--- src/rtl/usb_rx_decoder.sv ---
// usb_rx_decoder
//   Receive side of the USB line: samples {D+,D-} on each bit strobe, locks
//   onto SYNC (KJKJKJKK), NRZI-decodes the payload LSB-first into rx_data and
//   closes the packet on an SE0 EOP followed by J.
//
//   Optional feature: define USB_RX_BITSTUFF_EN to remove stuffed bits (the
//   symbol after six consecutive decoded 1s must be a transition and is
//   dropped). Without it every J/K symbol in DATA is a payload bit.
//
// Ports
//   clk       in   rising-edge clock
//   rst       in   asynchronous reset, active-high
//   shift     in   bit strobe; d_in is only looked at when shift=1
//   d_in      in   {D+,D-}: 10=J 01=K 00=SE0 11=SE1
//   rx_data   out  decoded payload, bit i = i-th received bit
//   rx_len    out  number of payload bits in rx_data
//   rx_valid  out  1-cycle pulse, packet complete
//   rx_err    out  1-cycle pulse, packet aborted
//   err_code  out  01 SYNC mismatch, 10 line/EOP error, 11 overflow (held)
//   rx_busy   out  1 whenever the receiver is not idle
module usb_rx_decoder #(
  parameter int PKT_MAX_BITS = 88,
  parameter int MIN_EOP_SE0  = 2,
  parameter int IDLE_J_COUNT = 8,
  localparam int LEN_W = $clog2(PKT_MAX_BITS + 1)
) (
  input  logic                    clk,
  input  logic                    rst,
  input  logic                    shift,
  input  logic [1:0]              d_in,
  output logic [PKT_MAX_BITS-1:0] rx_data,
  output logic [LEN_W-1:0]        rx_len,
  output logic                    rx_valid,
  output logic                    rx_err,
  output logic [1:0]              err_code,
  output logic                    rx_busy
);

  localparam int SE0_W = $clog2(MIN_EOP_SE0 + 1);
  localparam int JC_W  = $clog2(IDLE_J_COUNT + 1);

  typedef enum logic [2:0] {IDLE, SYNC, DATA, EOP, RECOVER} state_t;

  state_t                  state_q, state_d;
  logic [2:0]              sym_idx_q, sym_idx_d;
  logic                    prev_j_q, prev_j_d;
  logic [LEN_W-1:0]        bit_cnt_q, bit_cnt_d;
  logic [SE0_W-1:0]        se0_cnt_q, se0_cnt_d;
  logic [JC_W-1:0]         j_cnt_q, j_cnt_d;
  logic [PKT_MAX_BITS-1:0] rx_data_q, rx_data_d;
  logic [LEN_W-1:0]        rx_len_q, rx_len_d;
  logic                    rx_valid_q, rx_valid_d;
  logic                    rx_err_q, rx_err_d;
  logic [1:0]              err_code_q, err_code_d;
  logic                    rx_busy_q, rx_busy_d;
`ifdef USB_RX_BITSTUFF_EN
  logic [2:0]              run_q, run_d;
`endif

  logic is_j, is_k, is_se0, is_se1, exp_j, sync_ok, nrzi_bit;

  assign is_j   = (d_in == 2'b10);
  assign is_k   = (d_in == 2'b01);
  assign is_se0 = (d_in == 2'b00);
  assign is_se1 = (d_in == 2'b11);
  // SYNC pattern KJKJKJKK: odd positions 1,3,5 are J, the rest K.
  assign exp_j    = sym_idx_q[0] && (sym_idx_q != 3'd7);
  assign sync_ok  = exp_j ? is_j : is_k;
  // NRZI: no transition decodes to 1.
  assign nrzi_bit = (is_j == prev_j_q);

  always_comb begin
    state_d    = state_q;
    sym_idx_d  = sym_idx_q;
    prev_j_d   = prev_j_q;
    bit_cnt_d  = bit_cnt_q;
    se0_cnt_d  = se0_cnt_q;
    j_cnt_d    = j_cnt_q;
    rx_data_d  = rx_data_q;
    rx_len_d   = rx_len_q;
    rx_valid_d = 1'b0;
    rx_err_d   = 1'b0;
    err_code_d = err_code_q;
`ifdef USB_RX_BITSTUFF_EN
    run_d      = run_q;
`endif
    if (shift) begin
      case (state_q)
        IDLE: begin
          if (is_k) begin
            state_d   = SYNC;
            sym_idx_d = 3'd1;
            rx_data_d = '0;
            rx_len_d  = '0;
          end
        end
        SYNC: begin
          if (!sync_ok) begin
            rx_err_d   = 1'b1;
            err_code_d = 2'b01;
            state_d    = RECOVER;
            j_cnt_d    = '0;
          end else if (sym_idx_q == 3'd7) begin
            state_d   = DATA;
            prev_j_d  = 1'b0;
            bit_cnt_d = '0;
`ifdef USB_RX_BITSTUFF_EN
            run_d     = '0;
`endif
          end else begin
            sym_idx_d = sym_idx_q + 3'd1;
          end
        end
        DATA: begin
          if (is_se0) begin
            state_d   = EOP;
            se0_cnt_d = SE0_W'(1);
          end else if (is_se1) begin
            rx_err_d   = 1'b1;
            err_code_d = 2'b10;
            state_d    = RECOVER;
            j_cnt_d    = '0;
`ifdef USB_RX_BITSTUFF_EN
          end else if (run_q == 3'd6) begin
            // Stuffed position: must be a transition, never stored.
            if (nrzi_bit) begin
              rx_err_d   = 1'b1;
              err_code_d = 2'b10;
              state_d    = RECOVER;
              j_cnt_d    = '0;
            end else begin
              run_d    = '0;
              prev_j_d = is_j;
            end
`endif
          end else if (bit_cnt_q == LEN_W'(PKT_MAX_BITS)) begin
            rx_err_d   = 1'b1;
            err_code_d = 2'b11;
            state_d    = RECOVER;
            j_cnt_d    = '0;
          end else begin
            rx_data_d[bit_cnt_q] = nrzi_bit;
            bit_cnt_d = bit_cnt_q + LEN_W'(1);
            prev_j_d  = is_j;
`ifdef USB_RX_BITSTUFF_EN
            run_d     = nrzi_bit ? run_q + 3'd1 : 3'd0;
`endif
          end
        end
        EOP: begin
          if (is_se0) begin
            if (se0_cnt_q < SE0_W'(MIN_EOP_SE0)) se0_cnt_d = se0_cnt_q + SE0_W'(1);
          end else if (is_j) begin
            state_d = IDLE;
            if (se0_cnt_q >= SE0_W'(MIN_EOP_SE0) && bit_cnt_q != '0) begin
              rx_valid_d = 1'b1;
              rx_len_d   = bit_cnt_q;
            end else begin
              rx_err_d   = 1'b1;
              err_code_d = 2'b10;
            end
          end else begin
            rx_err_d   = 1'b1;
            err_code_d = 2'b10;
            state_d    = RECOVER;
            j_cnt_d    = '0;
          end
        end
        RECOVER: begin
          if (!is_j) begin
            j_cnt_d = '0;
          end else if (j_cnt_q == JC_W'(IDLE_J_COUNT - 1)) begin
            j_cnt_d = '0;
            state_d = IDLE;
          end else begin
            j_cnt_d = j_cnt_q + JC_W'(1);
          end
        end
        default: state_d = IDLE;
      endcase
    end
    rx_busy_d = (state_d != IDLE);
  end

  always_ff @(posedge clk or posedge rst) begin
    if (rst) begin
      state_q    <= IDLE;
      sym_idx_q  <= '0;
      prev_j_q   <= 1'b0;
      bit_cnt_q  <= '0;
      se0_cnt_q  <= '0;
      j_cnt_q    <= '0;
      rx_data_q  <= '0;
      rx_len_q   <= '0;
      rx_valid_q <= 1'b0;
      rx_err_q   <= 1'b0;
      err_code_q <= 2'b00;
      rx_busy_q  <= 1'b0;
`ifdef USB_RX_BITSTUFF_EN
      run_q      <= '0;
`endif
    end else begin
      state_q    <= state_d;
      sym_idx_q  <= sym_idx_d;
      prev_j_q   <= prev_j_d;
      bit_cnt_q  <= bit_cnt_d;
      se0_cnt_q  <= se0_cnt_d;
      j_cnt_q    <= j_cnt_d;
      rx_data_q  <= rx_data_d;
      rx_len_q   <= rx_len_d;
      rx_valid_q <= rx_valid_d;
      rx_err_q   <= rx_err_d;
      err_code_q <= err_code_d;
      rx_busy_q  <= rx_busy_d;
`ifdef USB_RX_BITSTUFF_EN
      run_q      <= run_d;
`endif
    end
  end

  assign rx_data  = rx_data_q;
  assign rx_len   = rx_len_q;
  assign rx_valid = rx_valid_q;
  assign rx_err   = rx_err_q;
  assign err_code = err_code_q;
  assign rx_busy  = rx_busy_q;

endmodule
--- config.mk ---
export PLATFORM = sky130hd
export DESIGN_NAME = usb_rx_decoder
export DESIGN_NICKNAME = d
export VERILOG_FILES = /design/src/rtl/usb_rx_decoder.sv
export SDC_FILE = /design/constraint.sdc
export NUM_CORES = 1
export LEC_CHECK = 0
export ABC_AREA = 1
export CAP_MARGIN = 25
export CORE_UTILIZATION = 25
export DETAILED_ROUTE_END_ITERATION = 10
export GPL_ROUTABILITY_DRIVEN = 0
export PLACE_DENSITY = 0.41
export SETUP_SLACK_MARGIN = 0.4
export SLEW_MARGIN = 20
export SYNTH_ARGS = -nofsm -noshare
export SYNTH_HDL_FRONTEND = slang
export SYNTH_SLANG_ARGS = --single-unit
--- constraint.sdc ---
create_clock -name clk -period 9.69 [get_ports clk]
set_input_delay 1.938 -clock clk [delete_from_list [all_inputs] [get_ports clk]]
set_output_delay 1.938 -clock clk [all_outputs]
set_load 0.005 [all_outputs]
==> results of run 1 <==
-- layout by cell type (no fill, tap or decap), types with 4 or more instances in the layout --
cell type / n
nand4_1: 92
clkdlybuf4s50_1: 104
clkinv_1: 4
nand3_1: 115
xor2_1: 6
inv_1: 111
ha_1: 6
o21ai_0: 18
inv_2: 6
clkbuf_16: 17
buf_4: 10
nor2_1: 41
clkinv_4: 5
o21ai_1: 10
nand2_1: 423
dfrtp_1: 120
nor3_2: 4
-- final cells by class --
type                    instances  area (sq um)
clock buffers                  18         439.2
clock inverters                14         175.2
fillers                      3083         18900
inverters                     122         460.4
multi-input cells             739          3413
flip-flops and latches        120          3003
well taps                     378         473.0
repair buffers                118          1219
-- through the flow --
step,util (%),area [sq um]
2_1_floorplan,-,7223
3_3_place_gp,30.12,8461
3_5_place_dp,30.24,8493
4_1_cts,32.43,9107
5_1_grt,32.69,9183
6_report,32.69,9183
-- state kept, by name, indices dropped and copies added (netlist names) --
| name | flops |
|---|---|
| sym_idx_q | 3 |
| se0_cnt_q | 2 |
| err_code | 2 |
| rx_data | 88 |
| state_q | 3 |
| j_cnt_q | 4 |
| rx_valid | 1 |
| prev_j_q | 1 |
| rx_busy | 1 |
| rx_len | 7 |
| rx_err | 1 |
| bit_cnt_q | 7 |
-- report_power, final --
part	internal, uW	total, uW	switching, uW	leakage, uW
combinational	72.6	241	168	0.00287
clock	413	666	253	0.000292
sequential	515	527	12.7	0.00166
-- tightest hold or removal path, delay by kind of cell (launching register included) --
family	cells	cell delay (ps)
flip-flops	1	340
AND/OR/NAND/NOR	2	100
-- per-layer routing --
metal,track usage (%),wire length [microns],vias up
li1,-,-,3498
met1,21.82,11170,3119
met4,5.040,238,0
met2,25.28,10320,100
met5,0,0,-
met3,2.449,668,21
-- cells by family (layout without fill, tap and decap cells) --
family | count (synthesis) | count (layout) | share of synthesized area [%]
simple gates | 691 | 691 | 42.30
buf+inv | 191 | 272 | 11.67
flops | 120 | 120 | 41.57
compound gates | 36 | 36 | 2.685
fa+ha+maj | 6 | 6 | 1.039
xor+xnor | 6 | 6 | 0.7275
-- worst min path at each step --
stage               cells after the start  slack (ps)                      end                    start
floorplan                               2         450     prev_j_q$_DFFE_PP0P_     prev_j_q$_DFFE_PP0P_
global placement                        2         460   rx_data[1]$_DFFE_PP0P_   rx_data[1]$_DFFE_PP0P_
detailed placement                      2         460  rx_data[70]$_DFFE_PP0P_  rx_data[70]$_DFFE_PP0P_
CTS                                     2         480  rx_data[15]$_DFFE_PP0P_  rx_data[15]$_DFFE_PP0P_
global route                            2         490  rx_data[50]$_DFFE_PP0P_  rx_data[50]$_DFFE_PP0P_
finish                                  2         470  rx_data[70]$_DFFE_PP0P_  rx_data[70]$_DFFE_PP0P_
==> summary.txt, run 1 <==
Run status
  – Status: finished clean

Timing
  – Hold_ws: 472.2 ps
  – Actual slew at the worst max-slew pin: 1045 ps
  – Fin crit period: 4630 ps
  – Hold Vio Cnt, Final: 0
  – Final setup violating endpoints: 0
  – Layout Skew: 16.27 ps
  – Rel. slew slack: 30.36%
  – RSZ-0062 raised after global routing: false
  – Period utilization: 47.78%
  – Final WS setup: 5060 ps
  – Post-Route Setup TNS: 0 ps
  – Highest clock rate: 216.0 MHz
  – Max Transition Viols Final: 0

Synth
  – Synth Flop Type: dfrtp_1
  – Post-synth top cells: 423 x nand2_1, 120 x dfrtp_1, 115 x nand3_1
  – Synth area leader: dfrtp_1
  – Sequential share of the synthesized area: 41.57%
  – Area contributors post-synth: dfrtp_1 42%, nand2_1 22%, nand3_1 8.0%
  – Syn. warnings: 0
  – Mapped Nets: 1061
  – #FFs+latches synth: 120
  – Netlist cell types: 32
  – Mapped Area: 7223 sq um
  – Async S/R FF share, synth: 100.0%
  – Share of the synthesized area in the top cell type: 41.57%
  – EDFF count, synth: 0
  – Post-Syn Instances: 1050
  – Most frequent cell after synthesis: nand2_1
  – Syn Area/Cell: 6.879 sq um

Drt
  – Total iterations of the first detailed-routing run: 5
  – Routed wire per std cell: 14.84 microns
  – DRC violations left: 0
  – Vias: 6738
  – Total wire length: 22.40 mm
  – Vias per cell: 4.465
  – Starting DRT DRC Count: 406
  – Post-route ant nets: 0

Pwr
  – PD cells: 156.1 nW/um^2
  – Leak: 0.004822 uW
  – Tot Pwr: 1434 uW
  – VDD IR max: 0.1185 mV

Finish
  – Nets: 1129
  – Layout cells sized above 1: 6.454%
  – N_diodes: 0
  – Non-filler instance count after layout: 1509
  – Synth-to-Final Area Change: 27.13%

Worst setup path
  – Origin of the worst setup path: d_in[0]
  – Crit path kind: in2reg
  – Launch point of the worst reg-to-reg path: state_q[2]$_DFF_PP0_
  – Crit-path leading delay family: buffers and inverters
  – Cell mode on critical path: nand2_1
  – WP data required: 10000 ps
  – Worst reg2reg setup slack: 6190 ps
  – Startpoint Class: input port
  – Crit. End Element: register
  – CP Buf/Inv Count: 4
  – Worst-case reg-to-reg path depth: 11
  – Arrival @ worst endpoint: 4940 ps
  – Crit-path cells: clkdlybuf4s50_1 > nand2_1 > inv_1 > o21ai_1 > o21ai_1 > nor2_4 > buf_4 > buf_4 > nand3_1 > nand2_1 > nand2_1
  – CP Depth: 11
  – FF-to-FF End: rx_data[44]$_DFFE_PP0P_
  – Worst path max stage delay: 800 ps
  – Slowest CP cell: buf_4
  – Setup crit end: rx_data[44]$_DFFE_PP0P_
  – Max Fanout on Critical Path: 94

Place
  – Port Buffers: 104
  – DP Wirelength: 13.95 mm
  – Inst Count DP: 1474
  – Placement Setup Slack: 4617 ps

Clock tree
  – Clock Tree Buf Depth: 2
  – Hold_buf cts: 0
  – Htree depth: 4
  – Inserted Clock Buffers: 17
  – CTS Root Buffer Type: clkbuf_16
  – Post_cts resized: 0
  – Clk_lat worst skew: 430 ps
  – Clock Pin Slew Worst Setup and Hold Paths: 60 ps
  – CTS tree: built
  – Sink Count: 120
  – Post-CTS Setup Repair Bufs: 0

Worst hold path
  – Hold/Removal Path Class: reg2reg

Floorplanning
  – Initial Utilization: 25.72%
  – Die Y: 172.0 microns
  – Die W: 172.0 microns
  – Core area: 28090 sq um
  – IO Count: 105
  – # rows: 61
  – Die ar.: 29580 sq um

Global routing
  – Initial antenna violation count: 0
  – Vias in the first global route: 6292
  – GR Util All Layers: 15.84%
  – First-pass GRT wire length: 35.73 mm
  – GR Overflow Total: 0
  – Largest net degree at the start of global routing: 109

Run
  – Max_cap viols: 0
No activity file was read; power rests on OpenSTA's default activity.
==> inputs of run 2 (changes only) <==
- clock period: 9.69 -> 4.7 ns (I/O delays scaled with it)
==> run 2 against run 1 <==
  * Largest cell class unchanged
  * Utilization shrank 0.34 points
  * Worst setup slack lost 3100 ps
  * Worst hold slack is essentially flat
  * Design area shrank 1.0%
  * Global-route usage grew 0.10 points
  * Register-to-register slack lost 4100 ps
  * First-iteration DRC count grew 17%
  * Clock skew shrank 5.1 ps
  * Sequential share of layout area grew 0.35 points
==> summary.txt, run 2 (same netlist as run 1, synthesis figures left out) <==
Global routing
  – Initial antenna violation count: 0 (unchanged)
  – GR Overflow Total: 0 (unchanged)
  – Largest net degree at the start of global routing: 177 (was 109)
  – First-pass GRT wire length: 35.96 mm (was 35.73 mm)
  – GR Util All Layers: 15.95% (was 15.84%)
  – Vias in the first global route: 6189 (was 6292)

Timing
  – Hold Vio Cnt, Final: 0 (unchanged)
  – Hold_ws: 472.6 ps (was 472.2 ps)
  – Period utilization: 59.33%
  – Final setup violating endpoints: 0 (unchanged)
  – Max Transition Viols Final: 0 (unchanged)
  – Actual slew at the worst max-slew pin: 993.5 ps (was 1045 ps)
  – Fin crit period: 2789 ps
  – Post-Route Setup TNS: 0 ps (unchanged)
  – Highest clock rate: 358.6 MHz
  – Layout Skew: 11.15 ps (was 16.27 ps)
  – RSZ-0062 raised after global routing: false (unchanged)
  – Rel. slew slack: 33.77% (was 30.36%)

Pwr
  – Tot Pwr: 2905 uW (was 1434 uW)
  – PD cells: 319.7 nW/um^2 (was 156.1 nW/um^2)
  – Leak: 0.004778 uW (was 0.004822 uW)
  – VDD IR max: 0.2234 mV (was 0.1185 mV)

Drt
  – Total iterations of the first detailed-routing run: 5 (unchanged)
  – Length of routed met3 wiring: 812 microns (was 668 microns)
  – Post-route ant nets: 0 (unchanged)
  – Total wire length: 22.61 mm (was 22.40 mm)
  – Max layer used: met4 (unchanged)
  – Vias per cell: 4.529 (was 4.465)
  – DRC violations left: 0 (unchanged)
  – Wire length on met1: 11.31 mm (was 11.17 mm)
  – Met2 WL: 10.26 mm (was 10.32 mm)
  – Vias: 6812 (was 6738)
  – Routed wire per std cell: 15.03 microns (was 14.84 microns)
  – Starting DRT DRC Count: 476 (was 406)

Finish
  – Synth-to-Final Area Change: 25.79% (was 27.13%)
  – N_diodes: 0 (unchanged)
  – Largest register FFs: 88 (unchanged)
  – Non-filler instance count after layout: 1504 (was 1509)
  – Nets: 1126 (was 1129)
  – Layout cells sized above 1: 5.861% (was 6.454%)
  – Most frequent cells in the layout: 423 x nand2_1, 120 x dfrtp_1, 115 x nand3_1 (unchanged)
  – Commonest non-fill, non-tap cell in the layout: nand2_1 (unchanged)
  – Fillers: 3083 (unchanged)

Clock tree
  – Clock Tree Buf Depth: 2 (unchanged)
  – Htree depth: 4 (unchanged)
  – CTS Root Buffer Type: clkbuf_16 (unchanged)
  – Hold_buf cts: 0 (unchanged)
  – Post-CTS Setup Repair Bufs: 0 (unchanged)
  – Clk_lat worst skew: 430 ps (about the same)
  – Inserted Clock Buffers: 17 (unchanged)
  – Clock Pin Slew Worst Setup and Hold Paths: 60 ps (about the same)
  – Post_cts resized: 0 (unchanged)
  – CTS tree: built (unchanged)
  – Sink Count: 120 (unchanged)

Floorplanning
  – Die W: 172.0 microns (unchanged)
  – IO Count: 105 (unchanged)
  – Initial Utilization: 25.72% (unchanged)
  – Die Y: 172.0 microns (unchanged)
  – Core area: 28090 sq um (unchanged)
  – # rows: 61 (unchanged)
  – Die ar.: 29580 sq um (unchanged)

Worst setup path
  – Cell mode on critical path: nand2_1 (unchanged)
  – Worst path max stage delay: 520 ps (was 800 ps)
  – Slowest CP cell: clkdlybuf4s50_1 (was buf_4)
  – Max Fanout on Critical Path: 176 (was 94)
  – Crit-path cells: clkdlybuf4s50_1 > nand2_1 > inv_1 > o21ai_1 > o21ai_1 > nor2_4 > buf_12 > nand3_1 > nand2_1 > nand2_1 (was clkdlybuf4s50_1 > nand2_1 > inv_1 > o21ai_1 > o21ai_1 > nor2_4 > buf_4 > buf_4 > nand3_1 > nand2_1 > nand2_1)
  – WP data required: 5010 ps (was 10000 ps)
  – Worst-case reg-to-reg path depth: 11 (unchanged)
  – Arrival @ worst endpoint: 3090 ps (was 4940 ps)
  – Crit. End Element: register (unchanged)
  – Crit path kind: in2reg (unchanged)
  – Startpoint Class: input port (unchanged)

Place
  – Inst Count DP: 1474 (unchanged)
  – Port Buffers: 104 (unchanged)
  – DP Wirelength: 13.73 mm (was 13.95 mm)

Worst hold path
  – Worst Hold Depth: 2 (unchanged)
  – Hold/Removal Path Class: reg2reg (unchanged)

Run
  – Max_cap viols: 0 (unchanged)

Run status
  – Status: finished clean (unchanged)
-- run 2: power by group --
part	internal, uW	switching [uW]
combinational	152	352
sequential	1060	26.2
clock	827	486
-- run 2: path summary, 6_finish.rpt --
| path | end | slack, ps | startpoint |
|---|---|---|---|
| max in group asynchronous | rx_data[85]$_DFFE_PP0P_ | 2770 | rst |
| setup / recovery | rx_data[83]$_DFFE_PP0P_ | 1910 | d_in[0] |
| hold / removal | rx_data[46]$_DFFE_PP0P_ | 470 | rx_data[46]$_DFFE_PP0P_ |
| hold reg to reg | rx_data[46]$_DFFE_PP0P_ | 470 | rx_data[46]$_DFFE_PP0P_ |
| min in group asynchronous | rx_data[14]$_DFFE_PP0P_ | 1040 | rst |
| setup reg to reg | bit_cnt_q[6]$_DFFE_PP0P_ | 2070 | bit_cnt_q[0]$_DFFE_PP0P_ |
-- run 2: stage by stage --
| stage | worst slack (ps) | cell area, sq um | util [%] |
|---|---|---|---|
| floorplan | 574.2 | 7223 | - |
| global placement | 1596 | 8506 | 30.28 |
| detailed placement | 1563 | 8506 | 30.28 |
| CTS | 2015 | 9086 | 32.35 |
| global route | 1725 | 9086 | 32.35 |
| finish | 1911 | 9086 | 32.35 |
-- run 2: critical path: cells and delay by family --
family,cells,cell delay [ps]
AO/OA/AOI/OAI,2,300
buffers and inverters,3,1000
AND/OR/NAND/NOR,5,600
-- run 2: cell type report --
type                            instances  area [sq um]  area share [%]
Clock buffer                           22         484.2           5.329
Clock inverter                          8         96.34           1.060
Inverter                              122         460.4           5.067
Multi-Input combinational cell        739          3408           37.51
Sequential cell                       120          3003           33.05
Tap cell                              378         473.0           5.205
Timing Repair Buffer                  115          1161           12.78
-- run 2: metal layers --
metal,global-route usage [%],vias up
met5,0,-
met2,25.02,148
met4,4.963,0
met1,22.46,3155
li1,-,3492
met3,2.289,17
==> inputs of run 3 (changes only) <==
- PLACE_DENSITY: 0.41 -> 0.42
- clock period: 4.7 -> 2.48 ns (I/O delays scaled with it)
==> run 3 against run 2 <==
  * Cell count rose by 2.3%
  * Clock power rose by 98%
  * Non-clock buffer count rose by 32
  * Flip-flop and latch count did not move
  * Die area did not move
  * Utilization rose by 1.4 points
  * Worst hold slack got worse by 3.4 ps
  * Sequential power rose by 89%
  * Clock-buffer cell count fell by 1
  * Wire length rose by 1.2%
  * Worst setup slack got worse by 1400 ps
==> summary.txt, run 3 (same netlist as run 1, synthesis figures left out) <==
Run status
  – Status: finished clean (unchanged)

Clock tree
  – Clock Pin Slew Worst Setup and Hold Paths: 60 ps (about the same)
  – Htree depth: 4 (unchanged)
  – Clock Tree Buf Depth: 2 (unchanged)
  – Sink Count: 120 (unchanged)
  – CTS tree: built (unchanged)
  – Post-CTS Setup Repair Bufs: 0 (unchanged)
  – CTS Root Buffer Type: clkbuf_16 (unchanged)
  – Inserted Clock Buffers: 17 (unchanged)
  – Hold_buf cts: 0 (unchanged)
  – Clk_lat worst skew: 420 ps (was 430 ps)

Timing
  – Rel. slew slack: 54.50% (was 33.77%)
  – Layout Skew: 10.77 ps (was 11.15 ps)
  – Period utilization: 78.44%
  – Hold Vio Cnt, Final: 0 (unchanged)
  – Actual slew at the worst max-slew pin: 679.9 ps (was 993.5 ps)
  – Highest clock rate: 514.1 MHz
  – Max Transition Viols Final: 0 (unchanged)
  – Final setup violating endpoints: 0 (unchanged)
  – Post-Route Setup TNS: 0 ps (unchanged)
  – Fin crit period: 1945 ps
  – RSZ-0062 raised after global routing: true (was false)

Worst setup path
  – Crit path kind: in2reg (unchanged)
  – Arrival @ worst endpoint: 2260 ps (was 3090 ps)
  – Max Fanout on Critical Path: 20 (was 176)
  – Startpoint Class: input port (unchanged)
  – Worst reg2reg setup slack: 570 ps (was 2070 ps)
  – Origin of the worst setup path: d_in[1] (was d_in[0])
  – WP data required: 2790 ps (was 5010 ps)
  – Worst-case reg-to-reg path depth: 10 (was 11)
  – Launch point of the worst reg-to-reg path: state_q[0]$_DFF_PP0_ (was bit_cnt_q[0]$_DFFE_PP0P_)
  – Crit. End Element: register (unchanged)
  – FF-to-FF End: rx_data[58]$_DFFE_PP0P_ (was bit_cnt_q[6]$_DFFE_PP0P_)

Global routing
  – Vias in the first global route: 6662 (was 6189)
  – GR Util All Layers: 16.26% (was 15.95%)
  – First-pass GRT wire length: 36.97 mm (was 35.96 mm)
  – Largest net degree at the start of global routing: 115 (was 177)
  – Initial antenna violation count: 0 (unchanged)
  – GR Overflow Total: 0 (unchanged)

Finish
  – Largest register FFs: 88 (unchanged)
  – Seq. cell area: 3007 sq um (was 3003 sq um)
  – Synth-to-Final Area Change: 31.09% (was 25.79%)
  – Layout cells sized above 1: 8.879% (was 5.861%)
  – Commonest non-fill, non-tap cell in the layout: nand2_1 (unchanged)
  – Utilization after layout: 33.71% (was 32.35%)
  – Fillers: 3072 (was 3083)
  – Most frequent cells in the layout: 422 x nand2_1, 117 x dfrtp_1, 114 x nand3_1 (was 423 x nand2_1, 120 x dfrtp_1, 115 x nand3_1)
  – Nets: 1158 (was 1126)
  – N_diodes: 0 (unchanged)
  – Multi-input logic area: 3416 sq um (was 3408 sq um)

Floorplanning
  – Die ar.: 29580 sq um (unchanged)
  – IO Count: 105 (unchanged)
  – Die Y: 172.0 microns (unchanged)
  – Initial Utilization: 25.72% (unchanged)
  – # rows: 61 (unchanged)
  – Die W: 172.0 microns (unchanged)
  – Core area: 28090 sq um (unchanged)

Drt
  – Total iterations of the first detailed-routing run: 4 (was 5)
  – DRC violations left: 0 (unchanged)
  – Total wire length: 22.88 mm (was 22.61 mm)
  – Post-route ant nets: 0 (unchanged)
  – Vias: 6957 (was 6812)
  – Routed wire per std cell: 14.88 microns (was 15.03 microns)
  – Starting DRT DRC Count: 570 (was 476)
  – Vias per cell: 4.523 (was 4.529)

Run
  – Max_cap viols: 0 (unchanged)

Pwr
  – VDD IR max: 0.3125 mV (was 0.2234 mV)
  – PD cells: 607.5 nW/um^2 (was 319.7 nW/um^2)
  – Leak: 0.004963 uW (was 0.004778 uW)

Worst hold path
  – Hold/Removal Path Class: reg2reg (unchanged)
  – Worst Hold Depth: 2 (unchanged)
  – Worst min-delay path startpoint: rx_data[10]$_DFFE_PP0P_ (was rx_data[46]$_DFFE_PP0P_)
  – Hold path endpoint: rx_data[10]$_DFFE_PP0P_ (was rx_data[46]$_DFFE_PP0P_)

Place
  – DP Wirelength: 14.65 mm (was 13.73 mm)
  – Port Buffers: 104 (unchanged)
-- run 3: cell type report --
class,count,share of cell area [%]
well taps,378,4.995
multi-input cells,739,36.07
clock buffers,21,4.757
repair buffers,147,15.98
inverters,122,4.876
flip-flops and latches,120,31.75
clock inverters,11,1.572
-- run 3: routing by layer --
layer | global-route usage, % | wire [microns]
met2 | 25.56 | 10300
met3 | 2.358 | 717
met5 | 0 | 0
met4 | 6.195 | 496
met1 | 22.40 | 11370
-- run 3: what timing repair did --
item,in CTS,in global routing
pin swaps,0,1
resized for setup,2,9
endpoints found under the setup margin,32,103
cloned,0,0
-- run 3: worst max-delay path by stage --
stage,endpoint,depth (start not counted)
finish,rx_data[58]$_DFFE_PP0P_,10
global route,rx_data[9]$_DFFE_PP0P_,8
CTS,rx_data[70]$_DFFE_PP0P_,9
detailed placement,rx_data[58]$_DFFE_PP0P_,11
global placement,rx_data[50]$_DFFE_PP0P_,10
floorplan,bit_cnt_q[0]$_DFFE_PP0P_,1
-- run 3: report_power, final --
group          switching [uW]  internal [uW]  leakage, uW
Clock                     977           1610     0.000283
Sequential               48.6           2010      0.00165
Combinational             701            406      0.00303
Total                    1730           4030      0.00496
-- run 3: worst max-delay path, cell delays in order --
cell             delay, ps
clkdlybuf4s50_1        480
buf_4                  180
o21ai_2                180
nand2_2                120
nor2_4                 160
buf_12                 170
buf_4                  240
nand3_1                100
nand2_1                 80
nand2_1                 50
-- run 3: through the flow --
| stage | instance area, sq um | total power [uW] | cells | hold slack (ps) | worst slack, ps |
|---|---|---|---|---|---|
| after global placement | 8837 | 3203 | 1506 | 457.3 | 134.4 |
| after floorplan | 7227 | 2934 | 1050 | 449.7 | 514.7 |
| final | 9469 | 5752 | 1538 | 469.1 | 534.7 |
| after detailed placement | 8837 | 3204 | 1506 | 458.9 | 83.49 |
| after global routing | 9469 | 6081 | 1538 | 488.8 | 394.7 |
| after CTS | 9443 | 5839 | 1538 | 475.3 | 437.1 |
